$ cat config.mk
export PLATFORM = sky130hd
export DESIGN_NAME = adder_flit_injector
export DESIGN_NICKNAME = d
export VERILOG_FILES = /design/src/rtl/adder_flit_injector.sv
export SDC_FILE = /design/constraint.sdc
export NUM_CORES = 1
export LEC_CHECK = 0
export ABC_AREA = 0
export BUFFER_PORTS_ARGS = -buffer_cell sky130_fd_sc_hd__clkbuf_2
export CAP_MARGIN = 20
export CORE_MARGIN = 2
export CORE_UTILIZATION = 25
export CTS_CLUSTER_SIZE = 28
export DETAILED_ROUTE_END_ITERATION = 10
export PLACE_DENSITY = 0.41
export SLEW_MARGIN = 5
export SYNTH_ARGS = -nofsm -noshare
export SYNTH_HDL_FRONTEND = slang
export SYNTH_SLANG_ARGS = --single-unit
$ cat constraint.sdc
create_clock -name clk -period 2.2 [get_ports clk]
set_clock_uncertainty 0.1 [all_clocks]
set_input_delay 0 -clock clk [delete_from_list [all_inputs] [get_ports clk]]
set_output_delay 0 -clock clk [all_outputs]
set_load 0.1 [all_outputs]
$ cat src/rtl/adder_flit_injector.sv
// -----------------------------------------------------------------------------
// adder_flit_injector
//
// Purpose:
//   Sits directly upstream of the adder being characterised and feeds it a
//   repeatable operand stream. Each run has NUM_PKTS packets. A packet is
//   PAYLOAD data flits followed by GAP idle cycles. Flit k of a packet uses
//   entry (k mod 7) of a fixed 42-bit pattern table. The table is truncated
//   or zero-extended to 2N bits, and the flit is split into the two N-bit
//   adder operands. The payload/gap ratio sets the link utilisation for
//   energy and VCD runs.
//
// Optional feature:
//   ADDER_INJ_TOGGLE_CNT_EN adds the toggle_cnt_o port. It accumulates the
//   number of operand bit flips that each accepted flit causes at the adder
//   inputs, and it saturates at all-ones.
//
// Ports:
//   clk           in   rising-edge clock
//   rst_n         in   asynchronous reset, active low
//   start         in   begin a run (only honoured when idle or done)
//   ready_i       in   adder-side accept; transfer on valid_o & ready_i
//   valid_o       out  operands carry a flit
//   input1_o      out  flit[N-1:0]
//   input2_o      out  flit[2N-1:N]
//   sof_o / eof_o out  first / last flit of the packet
//   busy_o        out  sending or in an inter-packet gap
//   done_o        out  run complete, held until the next start
//   pkt_cnt_o     out  packets fully transferred in this run (wraps)
//   toggle_cnt_o  out  operand bit flips (only with ADDER_INJ_TOGGLE_CNT_EN)
// -----------------------------------------------------------------------------
module adder_flit_injector #(
    parameter int N        = 21,
    parameter int PAYLOAD  = 20,
    parameter int NUM_PKTS = 10,
    parameter int GAP      = 7,
    parameter int CNT_W    = 32
) (
    input  logic             clk,
    input  logic             rst_n,
    input  logic             start,
    input  logic             ready_i,
    output logic             valid_o,
    output logic [N-1:0]     input1_o,
    output logic [N-1:0]     input2_o,
    output logic             sof_o,
    output logic             eof_o,
    output logic             busy_o,
    output logic             done_o,
    output logic [15:0]      pkt_cnt_o
`ifdef ADDER_INJ_TOGGLE_CNT_EN
    ,
    output logic [CNT_W-1:0] toggle_cnt_o
`endif
);

    localparam int FW  = 2 * N;
    localparam int FCW = $clog2(PAYLOAD + 1);
    localparam int GCW = (GAP > 1) ? $clog2(GAP) : 1;

    typedef enum logic [1:0] {
        S_IDLE,
        S_SEND,
        S_GAP,
        S_DONE
    } state_e;

    // Pattern table entry, resized to the flit width (truncate or zero-extend).
    function automatic logic [FW-1:0] patFlit(input logic [2:0] idx);
        logic [41:0] p;
        case (idx)
            3'd0:    p = 42'h3FFFFFC0000;
            3'd1:    p = 42'h00FFFFFFFFF;
            3'd2:    p = 42'h00000000FFF;
            3'd3:    p = 42'h3FFC0000000;
            3'd4:    p = 42'h3FFFFFFFFC0;
            3'd5:    p = 42'h00000FFFFFF;
            default: p = 42'h0;
        endcase
        return FW'(p);
    endfunction

    state_e          state_q;
    logic            valid_q;
    logic            sof_q;
    logic            eof_q;
    logic            busy_q;
    logic            done_q;
    logic [15:0]     pkt_cnt_q;
    logic [FW-1:0]   ops_q;
    logic [2:0]      idx_q;
    logic [FCW-1:0]  flit_cnt_q;
    logic [GCW-1:0]  gap_cnt_q;
    logic [31:0]     pkts_sent_q;

    logic            startRun;
    logic            accept;
    logic            lastFlit;
    logic            gapEnd;
    logic [2:0]      idxNext;
    logic [31:0]     pktsNext;
    logic            opsLoad_d;
    logic [FW-1:0]   opsNext_d;

    // Decide whether the operand register takes a new flit this cycle, and
    // which flit it takes. The FSM and the toggle counter share this decision,
    // so the counter always sees exactly the operand change the adder sees.
    // Every load other than a mid-packet advance starts a packet, so it uses P0.
    always_comb begin
        idxNext   = (idx_q == 3'd6) ? 3'd0 : idx_q + 3'd1;
        lastFlit  = (flit_cnt_q == FCW'(PAYLOAD - 1));
        pktsNext  = pkts_sent_q + 32'd1;
        startRun  = ((state_q == S_IDLE) || (state_q == S_DONE)) && start;
        accept    = (state_q == S_SEND) && ready_i;
        gapEnd    = (state_q == S_GAP) && (gap_cnt_q == GCW'(GAP - 1));
        opsLoad_d = 1'b0;
        opsNext_d = patFlit(3'd0);
        if (startRun && (NUM_PKTS != 0)) begin
            opsLoad_d = 1'b1;
        end else if (accept && !lastFlit) begin
            opsLoad_d = 1'b1;
            opsNext_d = patFlit(idxNext);
        end else if (accept && (GAP == 0) && (pktsNext < 32'(NUM_PKTS))) begin
            opsLoad_d = 1'b1;
        end else if (gapEnd && (pkts_sent_q < 32'(NUM_PKTS))) begin
            opsLoad_d = 1'b1;
        end
    end

    // Main sequencer. Every output is a register.
    // In SEND, valid_q stays high until the eof flit is accepted, so the flit
    // only advances on acceptance.
    // The gap counter ignores ready_i, and the operands hold the last flit
    // during the gap.
    always_ff @(posedge clk or negedge rst_n) begin
        if (!rst_n) begin
            state_q     <= S_IDLE;
            valid_q     <= 1'b0;
            sof_q       <= 1'b0;
            eof_q       <= 1'b0;
            busy_q      <= 1'b0;
            done_q      <= 1'b0;
            pkt_cnt_q   <= '0;
            ops_q       <= '0;
            idx_q       <= '0;
            flit_cnt_q  <= '0;
            gap_cnt_q   <= '0;
            pkts_sent_q <= '0;
        end else begin
            if (opsLoad_d) begin
                ops_q <= opsNext_d;
            end
            case (state_q)
                S_IDLE, S_DONE: begin
                    if (start) begin
                        pkt_cnt_q   <= '0;
                        pkts_sent_q <= '0;
                        if (NUM_PKTS == 0) begin
                            state_q <= S_DONE;
                            done_q  <= 1'b1;
                        end else begin
                            state_q    <= S_SEND;
                            done_q     <= 1'b0;
                            valid_q    <= 1'b1;
                            busy_q     <= 1'b1;
                            sof_q      <= 1'b1;
                            eof_q      <= (PAYLOAD == 1);
                            flit_cnt_q <= '0;
                            idx_q      <= '0;
                        end
                    end
                end
                S_SEND: begin
                    if (ready_i) begin
                        if (!lastFlit) begin
                            flit_cnt_q <= flit_cnt_q + FCW'(1);
                            idx_q      <= idxNext;
                            sof_q      <= 1'b0;
                            eof_q      <= (flit_cnt_q == FCW'(PAYLOAD - 2));
                        end else begin
                            pkt_cnt_q   <= pkt_cnt_q + 16'd1;
                            pkts_sent_q <= pktsNext;
                            sof_q       <= 1'b0;
                            eof_q       <= 1'b0;
                            if (GAP != 0) begin
                                state_q   <= S_GAP;
                                valid_q   <= 1'b0;
                                gap_cnt_q <= '0;
                            end else if (pktsNext < 32'(NUM_PKTS)) begin
                                flit_cnt_q <= '0;
                                idx_q      <= '0;
                                sof_q      <= 1'b1;
                                eof_q      <= (PAYLOAD == 1);
                            end else begin
                                state_q <= S_DONE;
                                valid_q <= 1'b0;
                                busy_q  <= 1'b0;
                                done_q  <= 1'b1;
                            end
                        end
                    end
                end
                S_GAP: begin
                    if (!gapEnd) begin
                        gap_cnt_q <= gap_cnt_q + GCW'(1);
                    end else if (pkts_sent_q < 32'(NUM_PKTS)) begin
                        state_q    <= S_SEND;
                        valid_q    <= 1'b1;
                        sof_q      <= 1'b1;
                        eof_q      <= (PAYLOAD == 1);
                        flit_cnt_q <= '0;
                        idx_q      <= '0;
                    end else begin
                        state_q <= S_DONE;
                        busy_q  <= 1'b0;
                        done_q  <= 1'b1;
                    end
                end
                default: begin
                    state_q <= S_IDLE;
                end
            endcase
        end
    end

    assign valid_o   = valid_q;
    assign input1_o  = ops_q[N-1:0];
    assign input2_o  = ops_q[FW-1:N];
    assign sof_o     = sof_q;
    assign eof_o     = eof_q;
    assign busy_o    = busy_q;
    assign done_o    = done_q;
    assign pkt_cnt_o = pkt_cnt_q;

`ifdef ADDER_INJ_TOGGLE_CNT_EN
    localparam int PCW = $clog2(FW + 1);
    localparam int SW  = CNT_W + 1;

    function automatic logic [PCW-1:0] popCount(input logic [FW-1:0] v);
        logic [PCW-1:0] c;
        c = '0;
        for (int i = 0; i < FW; i++) begin
            c = c + PCW'(v[i]);
        end
        return c;
    endfunction

    logic [PCW-1:0]   pend_q;
    logic [CNT_W-1:0] toggle_q;
    logic [SW-1:0]    toggleSum;

    always_comb begin
        toggleSum = {1'b0, toggle_q} + SW'(pend_q);
    end

    // The flip count of a flit is computed when that flit is loaded onto the
    // operands. It is compared against the operands that were on the bus
    // before the load. The count is only credited once the flit is accepted.
    always_ff @(posedge clk or negedge rst_n) begin
        if (!rst_n) begin
            toggle_q <= '0;
            pend_q   <= '0;
        end else begin
            if (startRun) begin
                toggle_q <= '0;
            end else if (accept) begin
                toggle_q <= toggleSum[CNT_W] ? '1 : toggleSum[CNT_W-1:0];
            end
            if (opsLoad_d) begin
                pend_q <= popCount(ops_q ^ opsNext_d);
            end
        end
    end

    assign toggle_cnt_o = toggle_q;
`endif

endmodule

Word level (Yosys, flattened, before mapping)
Index checks and enable logic that the tools add are counted.
W data, S select, Z words.
{"block": "op_classes", "bitwise_logic": 1, "n_addsub": 5, "mul": 0, "n_mux": 57, "order_cmp": 1, "n_reduce_logical": 19, "div": 0, "shifts": 0, "n_eq_ne": 20}
{"operator": "$pmux W42 S6", "n": 1}
{"operator": "$mux W32", "n": 3}
{"operator": "$mux W42", "n": 2}
{"operator": "$pmux W32 S2", "n": 1}
{"operator": "$mux W16", "n": 3}
{"operator": "$add A32 B1 Y32 const B", "n": 1}
{"operator": "$lt A32 B4 Y1 const B", "n": 1}
{"operator": "$pmux W16 S2", "n": 1}
{"operator": "$mux W3", "n": 9}
{"operator": "$mux W5", "n": 5}
{"operator": "$reduce_and A4 Y1", "n": 5}
{"operator": "$mux W1", "n": 18}
{"operator": "$add A16 B1 Y16 const B", "n": 1}
{"operator": "$pmux W5 S3", "n": 1}
{"operator": "$ne A2 B2 Y1 const B", "n": 7}
{"operator": "$eq A3 B3 Y1 const B", "n": 4}
{"operator": "$eq A5 B5 Y1 const B", "n": 2}
{"operator": "$mux W2", "n": 5}
{"operator": "$reduce_and A5 Y1", "n": 2}
{"operator": "$pmux W1 S3", "n": 3}
{"operator": "$pmux W3 S3", "n": 1}
{"operator": "$add A3 B1 Y3 const B", "n": 2}
{"operator": "$eq A3 B2 Y1 const B", "n": 2}
{"operator": "$pmux W2 S3", "n": 1}
{"operator": "other kinds (15)", "n": 22}
{"block": "word_totals", "latch_bits": 0, "memories": 0, "register_bits": 108, "elab_cells": 115, "in_bits": 4, "out_inout_bits": 63, "ram_bits": 0, "romBits": 0}

Depth between registers and ports, before layout
Gate-level depths: netlist of run 1.
{"block": "logic_depth", "word_depth": 6, "mapped_depth": 9, "depth_no_buf": 7}

Worst setup path after synthesis of run 1
OpenSTA, ideal clock, no wires.
{"block": "synth_timing", "path_kind": "register -> register", "from": "register pkt_cnt_q[0] (netlist: pkt_cnt_o[0])", "to": "register pkt_cnt_q[12] (netlist: pkt_cnt_o[12])", "t_arrival_ps": 2069, "path_stages_with_launch": 7, "n_path_buf": 0, "t_required_ps": 2026, "setup_ps": 74, "setup_slack_ps": -42, "period_less_slack_ps": 2242, "cell_sequence": "dfrtp_1 > ha_1 > nand3_1 > nor2_1 > nand4_1 > xor2_1 > nor2_1"}
{"block": "synth_between", "elab_chain_cells": 4}
{"item": "start: declaration", "line_no": "89", "rtl": "logic [15:0] pkt_cnt_q;"}
{"item": "start signal: assignment", "line_no": "181", "rtl": "pkt_cnt_q <= pkt_cnt_q + 16'd1;"}
{"item": "$add A16 B1 Y16", "line_no": "181"}
{"item": "$mux W16", "line_no": "175", "rtl": "if (!lastFlit) begin"}
{"item": "$mux W16", "line_no": "174", "rtl": "if (ready_i) begin"}
{"item": "$pmux W16 S2", "line_no": "153", "rtl": "case (state_q)"}
Every way passes these cells. The select of a mux whose other input is x is not followed.
A chain may end at the register's enable or synchronous reset.

Worst setup path after layout of run 1
{"block": "layout_timing", "from": "register state_q[0]", "to": "register pkts_sent_q[25]"}
{"block": "layout_between", "elab_chain_cells": 4, "word_cells_on_any_way": 10, "classes_between": "5 x eq/ne; 1 x mux; 4 x reduce/logical"}
{"item": "start: declaration", "line_no": "83", "rtl": "state_e state_q;"}
{"item": "start signal: assignment", "line_no": "137", "rtl": "state_q <= S_IDLE;"}
{"item": "start signal: assignment", "line_no": "159", "rtl": "state_q <= S_DONE;"}
{"item": "start signal: assignment", "line_no": "162", "rtl": "state_q <= S_SEND;"}
{"item": "$eq A2 B2 Y1 or $logic_not A2 Y1 (tied branches)", "line_no": "153"}
{"item": "$reduce_or A2 Y1", "line_no": "153"}
{"item": "$ne A2 B2 Y1 (no line) or $reduce_bool A2 Y1 (tied branches)"}
{"item": "$reduce_and A4 Y1 (no line)"}
{"item": "end signal: assignment", "line_no": "182", "rtl": "pkts_sent_q <= pktsNext;"}
{"item": "end: declaration", "line_no": "94", "rtl": "logic [31:0] pkts_sent_q;"}
Parallel ways exist; a longest one is shown, timed or not.

==> impl_summary.log, run 1 <==
[metrics] Post-Place Setup Slack: -0.0677 ns
[metrics] count of final setup violators: 2
[metrics] Final Hold Violating Endpoints: 0
[metrics] Worst R2R End: pkts_sent_q[25]
[metrics] final slew viol count: 0
[metrics] antenna-violating nets left: 0
[metrics] number of different library cells in the post-synthesis netlist: 49
[metrics] endpoint arrival time on the critical path: 2.39 ns
[metrics] max-cap viol count: 0
[metrics] wire length of the first global-routing pass: between 15000 and 20000 um
[metrics] sequential element share of the synthesized area: 0.434
[metrics] synth-to-layout area growth: 30.1%
[metrics] setup repair after global routing missed its margin: yes
[metrics] final critical-path required period: roughly 2.2 ns
[metrics] GRT Residual Overflow: 0
[metrics] cell area after synthesis: 0.00421 mm2
[metrics] number of storage elements in the synthesis netlist: 73
[metrics] post-route setup slack: -0.0125 ns
[metrics] number of sinks handled by clock tree synthesis: 73
[metrics] endpoint required time on the critical path: between 2 and 2.5 ns
[metrics] n_diodes: 0
[metrics] average via count per standard cell: about 4.8
[metrics] vias in the first global route: 3711
[metrics] transition time at the pin with the least slew margin: between 0.5 and 0.6 ns
[metrics] crit path capture type: register
[metrics] launch instance of the worst register-to-register path: state_q[0]
[metrics] synthesized net count: 471
[metrics] failing checks: negative setup slack
[metrics] async set or reset register ratio after synthesis: 1.00
[metrics] Synth top area share: 0.434
[metrics] family with the most delay on the worst path: simple AND/OR/NAND/NOR gates
[metrics] number of CTS-inserted buffers: 9
[metrics] Area after DPL: 0.00499 mm2
[metrics] layout cells sized above 1: 0.322
[metrics] type of the worst setup path: reg -> reg
[metrics] Detail Placement HPWL: 8030 um
[metrics] Die Y: 134 um
[metrics] worst hold path class: in -> async
[metrics] via count: 3705
[metrics] Post-layout nets: 561
[metrics] dominant cell type by area after synthesis: sky130_fd_sc_hd__dfrtp_1
[metrics] Max-slew headroom: 0.626
[metrics] most frequent standard cell in the layout excluding fill and tap cells: sky130_fd_sc_hd__dfrtp_1
[metrics] crit-path max FO: 5
[metrics] leading cell types in the layout, fill and taps excluded: 71 x sky130_fd_sc_hd__dfrtp_1, 65 x sky130_fd_sc_hd__clkbuf_2, 58 x sky130_fd_sc_hd__buf_4
[metrics] CP max stage cell: sky130_fd_sc_hd__dfrtp_1
[metrics] count of buffers from port buffering: 66
[metrics] Final Wtd Congestion: 0.768
[metrics] area of the die: around 0.018 mm2
[metrics] total leakage power: 2.48 nW
[metrics] final total negative setup slack: -0.0169 ns
[metrics] maximum count of clock buffers along a single path: 2
[metrics] fraction of the cycle the final worst path needs: 1.01
[metrics] Worst R2R Path Depth: 8
[metrics] Core ar.: 0.0165 mm2
[metrics] total global routing track utilization: 0.136
[metrics] Die Wd: around 130 um
[metrics] Initial Util: 0.255
[metrics] number of synthesis warnings: 0
[metrics] crit start category: register
[metrics] clock transition at the registers of the reported paths: 0.06 ns
[metrics] cells taking the most area after synthesis: sky130_fd_sc_hd__dfrtp_1 43%, sky130_fd_sc_hd__buf_4 6.2%, sky130_fd_sc_hd__xor2_1 5.0%, sky130_fd_sc_hd__nor2_1 4.2%, sky130_fd_sc_hd__nand4_1 3.9%
[metrics] Post-synth EDFFs: 0
[metrics] drt total wl: 11400 um
[metrics] synthesized area divided by synthesized cell count: 9.19 um2
[metrics] drt first pass iters: 4
[metrics] Peak VDD IR: 0.00114 V
[metrics] number of top-level design ports: 67
[metrics] most used flip-flop cell after synthesis: sky130_fd_sc_hd__dfrtp_1
[metrics] slack of the worst reg-to-reg path: -0.01 ns
[metrics] power density over the cells: between 1000 and 1500 mW/mm2
[metrics] highest cell delay on the worst timing path: 0.41 ns
[metrics] total design power: around 7.6 mW
[metrics] CTS tree: built
[metrics] Post-Syn Instances: 458
[metrics] first-iteration detailed-routing DRC count: 155
[metrics] cell area after layout: 0.00548 mm2
[metrics] WP buf/inv: 2
[metrics] crit path cell chain: inv_2 -> ha_4 -> mux2i_4 -> a2111oi_4 -> nand2_2 -> buf_6 -> or3_4 -> a21oi_2
[metrics] highest clock frequency the design can meet: 452 MHz
[metrics] post-detailed-route DRC marker count: 0
[metrics] Clock Tree Root: sky130_fd_sc_hd__clkbuf_16
[metrics] filler cell count in the final layout: 1743
[metrics] std cell rows: 47
[metrics] result of the run: finished, violations left
[metrics] post-DR wirelength/cell: 14.8 um
[metrics] pin count of the biggest net entering global routing: 51
[metrics] clock latency on the worst-skew pair: 0.34 ns
[metrics] number of antenna violations at the first check in global routing: 0
[metrics] Max H-tree Level: 3
## cell type report
class	instances	area, um2	area share
Sequential cell	73	1830	0.334
Multi-Input combinational cell	321	2160	0.394
Tap cell	220	275	0.0503
Clock inverter	5	80.1	0.0146
Timing Repair Buffer	130	856	0.156
Clock buffer	11	233	0.0425
Inverter	13	48.8	0.00891
## per-layer routing
layer	share of wire	track usage	wire (um)	vias to the layer above
met5	0	0	0	-
met4	0.015	0.0520	169	0
met3	0.036	0.0339	415	11
met2	0.48	0.223	5480	74
met1	0.47	0.171	5340	1829
li1	-	-	-	1791
## cells in the mapped netlist, types with 4 or more instances
cell type / n
sky130_fd_sc_hd__a211o_1: 4
sky130_fd_sc_hd__nand2_1: 31
sky130_fd_sc_hd__nand4_1: 26
sky130_fd_sc_hd__xnor2_1: 8
sky130_fd_sc_hd__and4_1: 4
sky130_fd_sc_hd__and2_1: 6
sky130_fd_sc_hd__buf_4: 35
sky130_fd_sc_hd__or4_1: 4
sky130_fd_sc_hd__clkbuf_1: 12
sky130_fd_sc_hd__nand3_1: 29
sky130_fd_sc_hd__nor4_1: 11
sky130_fd_sc_hd__nor2b_1: 6
sky130_fd_sc_hd__inv_1: 13
sky130_fd_sc_hd__nand2b_1: 5
sky130_fd_sc_hd__o31ai_1: 6
sky130_fd_sc_hd__ha_1: 9
sky130_fd_sc_hd__a211oi_1: 4
sky130_fd_sc_hd__a21oi_1: 12
sky130_fd_sc_hd__dfrtp_1: 73
sky130_fd_sc_hd__and3_1: 9
sky130_fd_sc_hd__buf_2: 4
sky130_fd_sc_hd__a22o_1: 7
sky130_fd_sc_hd__o21ai_0: 27
sky130_fd_sc_hd__xor2_1: 24
sky130_fd_sc_hd__nor3_1: 6
sky130_fd_sc_hd__or3_1: 4
sky130_fd_sc_hd__nor2_1: 47
## logic make-up after synthesis
logic type	share of synthesized area
buf+inv	0.0895
simple gates	0.242
mux	0.0152
xor+xnor	0.0666
flops	0.434
compound gates	0.126
fa+ha+maj	0.0268
## power breakdown
part,internal [mW],switching [mW]
clock network,0.992,0.592
registers,1.47,0.170
logic,0.980,3.43
## stage by stage
step	std cells	utilization	hold slack, ns
6_report	773	0.331	0.0225
5_1_grt	773	0.331	0.0478
4_1_cts	770	0.322	0.0370
3_5_place_dp	753	0.302	-0.150
3_3_place_gp	753	0.302	-0.148
2_1_floorplan	458	-	-0.396
## sequential cells by signal, summed over array words and instances, names as in the netlist
signal	flops
busy_o	1
done_o	1
eof_o	1
flit_cnt_q	5
gap_cnt_q	3
idx_q	3
ops_q	7
pkt_cnt_o	16
pkts_sent_q	32
sof_o	1
state_q	2
valid_o	1
## worst reg2reg max path: stages, from the launching register on
cell and delay [ns]:
sky130_fd_sc_hd__dfrtp_1 0.41, sky130_fd_sc_hd__inv_2 0.08, sky130_fd_sc_hd__ha_4 0.21, sky130_fd_sc_hd__mux2i_4 0.22, sky130_fd_sc_hd__a2111oi_4 0.37, sky130_fd_sc_hd__nand2_2 0.13, sky130_fd_sc_hd__buf_6 0.14, sky130_fd_sc_hd__or3_4 0.36
sky130_fd_sc_hd__a21oi_2 0.11
## repair_timing
item,CTS,global route
pin swaps,2,12
buffers inserted,0,4
hold buffers,1,0
endpoints found under the setup margin,9,31
hold endpoints to repair,73,0
resized for setup,4,25
## how the worst max path moves through the flow
stage	slack, ns	end	depth (start not counted)	startpoint
finish	-0.01	pkts_sent_q[25]	8	state_q[0]
global route	-0.11	pkts_sent_q[25]	8	state_q[0]
CTS	0.01	pkts_sent_q[2]	8	state_q[0]
detailed placement	-0.07	pkts_sent_q[23]	8	state_q[1]
global placement	-0.005	pkts_sent_q[27]	7	state_q[1]
floorplan	0.04	pkts_sent_q[27]	7	state_q[1]
(Power assumes the default switching activity.)
==> run 2: changes to the inputs <==
--- a/config.mk
+++ b/config.mk
@@ -7,8 +7,7 @@
 export LEC_CHECK = 0
 export ABC_AREA = 0
 export BUFFER_PORTS_ARGS = -buffer_cell sky130_fd_sc_hd__clkbuf_2
-export CAP_MARGIN = 20
-export CORE_MARGIN = 2
+export CAP_MARGIN = 30
 export CORE_UTILIZATION = 25
 export CTS_CLUSTER_SIZE = 28
 export DETAILED_ROUTE_END_ITERATION = 10
@@ -17,3 +16,4 @@
 export SYNTH_ARGS = -nofsm -noshare
 export SYNTH_HDL_FRONTEND = slang
 export SYNTH_SLANG_ARGS = --single-unit
+export TNS_END_PERCENT = 1
==> impl_summary.log, run 2 (same netlist as run 1, synthesis figures left out) <==
[metrics] Worst R2R Path Depth: 6 (-2)
[metrics] average via count per standard cell: 4.73 (-1.3%)
[metrics] GRT Residual Overflow: 0 (unchanged)
[metrics] Final Wtd Congestion: 0.785 (+2.3%)
[metrics] Switch Pwr: 4.17 mW (-0.52%)
[metrics] logic gate share of total power: 0.569 (-0.009)
[metrics] final slew viol count: 0 (unchanged)
[metrics] number of top-level design ports: 67 (unchanged)
[metrics] Final Hold Violating Endpoints: 0 (unchanged)
[metrics] result of the run: finished clean
[metrics] endpoint of the worst hold-timing path: gap_cnt_q[1]
[metrics] endpoint arrival time on the critical path: 2.34 ns (-0.05 ns)
[metrics] register cell area after layout: 0.00183 mm2 (unchanged)
[metrics] number of sinks handled by clock tree synthesis: 73 (unchanged)
[metrics] register with the most flip-flops: pkts_sent_q
[metrics] highest clock frequency the design can meet: 462 MHz (+2.2%)
[metrics] total design power: 7.60 mW (-0.56%)
[metrics] leading cell types in the layout, fill and taps excluded: 71 x sky130_fd_sc_hd__dfrtp_1, 65 x sky130_fd_sc_hd__clkbuf_2, 53 x sky130_fd_sc_hd__buf_4
[metrics] total leakage power: 2.45 nW (-1.1%)
[metrics] Util after Layout: 0.327 (-0.00416)
[metrics] part of the total power dissipated in sequential elements: 0.216 (about the same)
[metrics] synth-to-layout area growth: 28.5%
[metrics] number of CTS-inserted buffers: 9 (unchanged)
[metrics] Area after DPL: 0.00494 mm2 (-0.93%)
[metrics] most frequent standard cell in the layout excluding fill and tap cells: sky130_fd_sc_hd__dfrtp_1
[metrics] antenna-violating nets left: 0 (unchanged)
[metrics] Die Y: 132 um (-1.5%)
[metrics] setup repair after global routing missed its margin: yes
[metrics] total global routing track utilization: 0.134 (-0.00119)
[metrics] WP buf/inv: 0 (-2)
[metrics] Max H-tree Level: 3 (unchanged)
[metrics] Initial Util: 0.255 (unchanged)
[metrics] std cell rows: 47 (unchanged)
[metrics] Core ar.: 0.0165 mm2 (unchanged)
[metrics] filler cell count in the final layout: 1704 (-2.2%)
[metrics] type of the worst setup path: reg -> reg
[metrics] maximum count of clock buffers along a single path: 2 (unchanged)
[metrics] number of cells on the worst hold path: 4
[metrics] post-DR wirelength/cell: 14.4 um (-2.7%)
[metrics] slack of the worst reg-to-reg path: 0.03 ns (+0.05 ns)
[metrics] endpoint required time on the critical path: 2.38 ns (about the same)
[metrics] crit-path max FO: 4 (-1)
[metrics] clock transition at the registers of the reported paths: 0.06 ns (about the same)
[metrics] worst hold path startpoint: ready_i
[metrics] power density over the cells: 1400 mW/mm2 (+0.71%)
[metrics] switching share of power: 0.549 (about the same)
[metrics] area of the die: 0.0174 mm2 (-3.0%)
[metrics] family with the most delay on the worst path: simple AND/OR/NAND/NOR gates
[metrics] crit start category: register
[metrics] Die Wd: 132 um (-1.5%)
[metrics] Detail Placement HPWL: 7680 um (-4.3%)
[metrics] cell area after layout: 0.00541 mm2 (-1.3%)
[metrics] via count: 3625 (-2.2%)
[metrics] count of buffers from port buffering: 66 (unchanged)
[metrics] highest cell delay on the worst timing path: 0.49 ns (+0.08 ns)
[metrics] number of antenna violations at the first check in global routing: 0 (unchanged)
[metrics] pin count of the biggest net entering global routing: 38 (-25%)
[metrics] wire length of the first global-routing pass: 18400 um (-4.0%)
[metrics] Post-Place Setup Slack: -0.0550 ns (+0.0128 ns)
[metrics] vias in the first global route: 3569 (-3.8%)
[metrics] placed cell count: 749 (-0.53%)
[metrics] fraction of the cycle the final worst path needs: 0.984 (-0.0215)
[metrics] Min Hold Slack: 0.0544 ns (+0.0319 ns)
[metrics] CTS tree: built
[metrics] flip-flop count of the largest register, all copies and words added: 32 (unchanged)
[metrics] max-cap viol count: 0 (unchanged)
[metrics] crit path capture type: register
[metrics] n_diodes: 0 (unchanged)
[metrics] layout cells sized above 1: 0.319 (-0.00320)
[metrics] transition time at the pin with the least slew margin: 0.564 ns (+0.00153 ns)
[metrics] worst hold path class: in -> reg
[metrics] Max-slew headroom: 0.624 (-0.00262)
[metrics] post-route setup slack: 0.0347 ns (+0.0472 ns)
[metrics] Clock Tree Root: sky130_fd_sc_hd__clkbuf_16
[metrics] crit path cell chain: ha_4 -> mux2i_4 -> a2111oi_4 -> nand2_2 -> or4_4 -> a21oi_2
[metrics] clock latency on the worst-skew pair: 0.35 ns (about the same)
[metrics] Cell Count, Final, Fillers Out: 766 (-0.91%)
[metrics] first-iteration detailed-routing DRC count: 142 (-8.4%)
[metrics] area of the multi-input gates: 0.00213 mm2 (-1.2%)
[metrics] CP max stage cell: sky130_fd_sc_hd__or4_4
[metrics] launch instance of the worst register-to-register path: state_q[1]
[metrics] final total negative setup slack: 0 ns (+0.0169 ns)
[metrics] drt total wl: 11000 um (-3.5%)
[metrics] Worst R2R End: pkts_sent_q[27]
[metrics] Peak VDD IR: 0.00127 V (+11%)
[metrics] Cell Int Power: 3.42 mW (-0.60%)
[metrics] post-CTS setup buffer count: 0 (unchanged)
[metrics] final critical-path required period: 2.17 ns (-0.0472 ns)
[metrics] relative contribution of the clock network to total power: 0.215 (+0.008)
[metrics] drt first pass iters: 4 (unchanged)
[metrics] post-detailed-route DRC marker count: 0 (unchanged)
[metrics] count of final setup violators: 0 (-2)
[metrics] Post-layout nets: 554 (-1.2%)
==> run 2: cell count changes in the layout (fill, tap and decap cells not counted), moves of 2 or more <==
cell / before / now
sky130_fd_sc_hd__buf_6: 4 / 2
sky130_fd_sc_hd__a21oi_1: 9 / 7
sky130_fd_sc_hd__buf_4: 58 / 53
sky130_fd_sc_hd__a21oi_2: 3 / 5
sky130_fd_sc_hd__a211oi_2: 1 / 3
sky130_fd_sc_hd__or4_1: 4 / 1
sky130_fd_sc_hd__or4_4: 0 / 3
sky130_fd_sc_hd__clkbuf_1: 2 / 0
==> run 2: area by class of cell <==
| class | instances | area share |
|---|---|---|
| clock inverters | 6 | 0.0167 |
| inverters | 13 | 0.00902 |
| repair buffers | 123 | 0.147 |
| flip-flops and latches | 73 | 0.338 |
| multi-input cells | 321 | 0.394 |
| well taps | 220 | 0.0509 |
| clock buffers | 10 | 0.0442 |
==> run 2: worst max-delay path by stage <==
stage / startpoint / endpoint / slack (ns) / cells after the start
finish: state_q[1] / pkts_sent_q[27] / 0.03 / 6
global route: state_q[0] / pkts_sent_q[26] / -0.05 / 7
CTS: state_q[0] / flit_cnt_q[4] / -0.01 / 7
detailed placement: state_q[0] / pkts_sent_q[27] / -0.05 / 7
global placement: state_q[0] / pkts_sent_q[27] / -0.03 / 7
floorplan: state_q[0] / pkts_sent_q[27] / -0.003 / 7
==> run 2: tightest hold or removal path, delay by kind of cell <==
kind	cells	cell delay (ns)
buf+inv	2	0.27
compound gates	2	0.18
==> run 2: timing repair <==
action	4_1_cts	5_1_grt
setup endpoints to repair	7	48
pin swaps	1	16
hold buffers	1	0
hold endpoints to repair	36	0
resized for setup	3	26
==> run 2: routing by layer <==
layer	share of wire	track usage	wire length, um	up-vias
li1	-	-	-	1778
met1	0.47	0.168	5120	1747
met2	0.48	0.217	5250	83
met3	0.037	0.0392	412	17
met4	0.020	0.0536	224	0
met5	0	0	0	-
==> run 2: power by group through the flow <==
| stage | Combinational [mW] | Clock (mW) | Sequential (mW) |
|---|---|---|---|
| after floorplan | 3.12 | 0 | 2.11 |
| after global placement | 4.22 | 0 | 1.65 |
| after detailed placement | 4.23 | 0 | 1.66 |
| after CTS | 4.25 | 1.70 | 1.64 |
| after global routing | 4.55 | 1.74 | 1.67 |
| final | 4.32 | 1.63 | 1.64 |
==> run 3: changes to the inputs <==
--- a/config.mk
+++ b/config.mk
@@ -11,7 +11,7 @@
 export CORE_UTILIZATION = 25
 export CTS_CLUSTER_SIZE = 28
 export DETAILED_ROUTE_END_ITERATION = 10
-export PLACE_DENSITY = 0.41
+export PLACE_DENSITY = 0.5
 export SLEW_MARGIN = 5
 export SYNTH_ARGS = -nofsm -noshare
 export SYNTH_HDL_FRONTEND = slang
==> impl_summary.log, run 3 (same netlist as run 1, synthesis figures left out) <==
[metrics] count of buffers from port buffering: 66 (unchanged)
[metrics] CP max stage cell: sky130_fd_sc_hd__or4_1
[metrics] highest cell delay on the worst timing path: 0.52 ns (+0.03 ns)
[metrics] relative contribution of the clock network to total power: 0.194 (-0.021)
[metrics] number of sinks handled by clock tree synthesis: 73 (unchanged)
[metrics] number of top-level design ports: 67 (unchanged)
[metrics] Cell Int Power: 3.29 mW (-4.0%)
[metrics] first-iteration detailed-routing DRC count: 216 (+52%)
[metrics] most frequent standard cell in the layout excluding fill and tap cells: sky130_fd_sc_hd__dfrtp_1
[metrics] number of antenna violations at the first check in global routing: 0 (unchanged)
[metrics] post-route setup slack: 0.00631 ns (-0.0284 ns)
[metrics] max-cap viol count: 0 (unchanged)
[metrics] post-DR wirelength/cell: 14.0 um (-2.7%)
[metrics] Max-slew headroom: 0.598 (-0.0252)
[metrics] total leakage power: 2.44 nW (-0.60%)
[metrics] fraction of the cycle the final worst path needs: 0.997 (+0.0129)
[metrics] Detail Placement HPWL: 7600 um (-1.0%)
[metrics] final slew viol count: 0 (unchanged)
[metrics] Crit path depth: 7 (+1)
[metrics] Final Hold Violating Endpoints: 0 (unchanged)
[metrics] endpoint of the worst hold-timing path: gap_cnt_q[1]
[metrics] launch point of the worst path: state_q[0]
[metrics] number of CTS-inserted buffers: 9 (unchanged)
[metrics] synth-to-layout area growth: 28.0%
[metrics] Post-Place Setup Slack: -0.0537 ns (+0.00128 ns)
[metrics] final critical-path required period: 2.19 ns (+0.0284 ns)
[metrics] drt total wl: 10700 um (-2.6%)
[metrics] setup repair after global routing missed its margin: yes
[metrics] count of final setup violators: 0 (unchanged)
[metrics] power density over the cells: 1380 mW/mm2 (-2.1%)
[metrics] logic gate share of total power: 0.582 (+0.013)
[metrics] Final Wtd Congestion: 0.775 (-1.4%)
[metrics] leading cell types in the layout, fill and taps excluded: 70 x sky130_fd_sc_hd__dfrtp_1, 65 x sky130_fd_sc_hd__clkbuf_2, 54 x sky130_fd_sc_hd__buf_4
[metrics] Clock Tree Root: sky130_fd_sc_hd__clkbuf_16
[metrics] vias in the first global route: 3703 (+3.8%)
[metrics] number of cells on the worst hold path: 4 (unchanged)
[metrics] Max H-tree Level: 3 (unchanged)
[metrics] Peak VDD IR: 0.00115 V (-9.3%)
[metrics] switching share of power: 0.556 (+0.00703)
[metrics] WP buf/inv: 1 (+1)
[metrics] worst hold path startpoint: ready_i
[metrics] crit-path max FO: 4 (unchanged)
[metrics] layout cells sized above 1: 0.314 (-0.00424)
[metrics] slack of the worst reg-to-reg path: 0.006 ns (-0.03 ns)
[metrics] worst hold path class: in -> reg
[metrics] pin count of the biggest net entering global routing: 45 (+18%)
[metrics] maximum count of clock buffers along a single path: 2 (unchanged)
[metrics] Switch Pwr: 4.12 mW (-1.3%)
[metrics] crit start category: register
[metrics] antenna-violating nets left: 0 (unchanged)
[metrics] highest clock frequency the design can meet: 456 MHz (-1.3%)
[metrics] Initial Util: 0.255 (unchanged)
[metrics] Die Y: 132 um (unchanged)
[metrics] transition time at the pin with the least slew margin: 0.602 ns (+0.0378 ns)
[metrics] crit path capture type: register
[metrics] endpoint arrival time on the critical path: 2.36 ns (+0.02 ns)
[metrics] launch instance of the worst register-to-register path: state_q[0]
[metrics] Area after DPL: 0.00494 mm2 (unchanged)
[metrics] Worst R2R End: pkts_sent_q[27]
[metrics] area of the die: 0.0174 mm2 (unchanged)
[metrics] GRT Residual Overflow: 0 (unchanged)
[metrics] type of the worst setup path: reg -> reg
[metrics] clock latency on the worst-skew pair: 0.34 ns (about the same)
[metrics] Core ar.: 0.0165 mm2 (unchanged)
[metrics] Worst R2R Path Depth: 7 (+1)
[metrics] family with the most delay on the worst path: simple AND/OR/NAND/NOR gates
[metrics] total global routing track utilization: 0.132 (-0.00206)
[metrics] CTS tree: built
[metrics] flip-flop count of the largest register, all copies and words added: 32 (unchanged)
[metrics] via count: 3694 (+1.9%)
[metrics] result of the run: finished clean
[metrics] post-detailed-route DRC marker count: 0 (unchanged)
[metrics] clock transition at the registers of the reported paths: 0.06 ns (about the same)
[metrics] wire length of the first global-routing pass: 18500 um (+0.45%)
[metrics] total design power: 7.41 mW (-2.5%)
[metrics] Die Wd: 132 um (unchanged)
[metrics] n_diodes: 0 (unchanged)
[metrics] Post-layout nets: 555 (+0.18%)
[metrics] part of the total power dissipated in sequential elements: 0.224 (+0.008)
[metrics] cell area after layout: 0.00539 mm2 (-0.39%)
[metrics] drt first pass iters: 5 (+1)
[metrics] register with the most flip-flops: pkts_sent_q
[metrics] filler cell count in the final layout: 1707 (+0.18%)
[metrics] endpoint required time on the critical path: 2.37 ns (about the same)
[metrics] average via count per standard cell: 4.82 (+1.8%)
[metrics] std cell rows: 47 (unchanged)
[metrics] crit path cell chain: inv_2 -> ha_4 -> mux2i_4 -> a2111oi_4 -> nand2_2 -> or4_1 -> a21oi_1
==> run 3: changes by cell type in the layout (fill, tap and decap cells not counted), moves of 2 or more <==
cell / change
sky130_fd_sc_hd__clkbuf_1: +4
sky130_fd_sc_hd__or4_1: +3
sky130_fd_sc_hd__or4_4: -3
sky130_fd_sc_hd__a21oi_1: +2
sky130_fd_sc_hd__a21oi_2: -2
==> run 3: layer usage <==
| metal | up-vias | wire length, um | GRT usage |
|---|---|---|---|
| li1 | 1785 | - | - |
| met1 | 1808 | 4980 | 0.168 |
| met2 | 96 | 5220 | 0.221 |
| met3 | 5 | 423 | 0.0365 |
| met4 | 0 | 100 | 0.0342 |
| met5 | - | 0 | 0 |
==> run 3: metrics by stage <==
stage               cells  hold WS (ns)  TNS (ns)  utilization
finish                767        0.0937         0        0.326
detailed placement    749       -0.0382    -0.166        0.299
CTS                   767        0.0404   -0.0167        0.319
global placement      749       -0.0431   -0.0197        0.299
floorplan             458        -0.396  -0.00291            -
global route          767         0.118    -0.152        0.326
==> run 3: worst min-delay path, cell delays in order <==
cell and delay, ns:
sky130_fd_sc_hd__clkbuf_2 0.15, sky130_fd_sc_hd__inv_1 0.15, sky130_fd_sc_hd__o211ai_1 0.11, sky130_fd_sc_hd__o221ai_1 0.08
==> run 3: area by class of cell <==
type,count,area (um2),area share
clock buffer,13,240,0.0446
tap,220,275,0.0511
clock inverter,3,42.5,0.00790
sequential,73,1830,0.340
multi-input combinational,321,2150,0.399
timing repair buffer,124,803,0.149
inverter,13,48.8,0.00906
==> run 3: worst max path at each step <==
stage	endpoint	slack (ns)
floorplan	pkts_sent_q[27]	-0.003
global placement	pkts_sent_q[27]	-0.02
detailed placement	pkts_sent_q[27]	-0.05
CTS	pkt_cnt_o[9]	-0.02
global route	pkts_sent_q[27]	-0.09
finish	pkts_sent_q[27]	0.006
==> run 3: timing repair <==
item	in CTS	in global routing
setup endpoints to repair	9	39
pin swaps	2	11
hold buffers	1	0
hold endpoints to repair	43	0
buffers inserted	1	0
gates resized for setup	6	23
==> run 3: power by group through the flow <==
stage	registers [mW]	clock network (mW)	logic [mW]
final	1.66	1.44	4.32
after global routing	1.69	1.54	4.53
after CTS	1.65	1.49	4.25
after detailed placement	1.67	0	4.19
after global placement	1.65	0	4.18
after floorplan	2.11	0	3.12
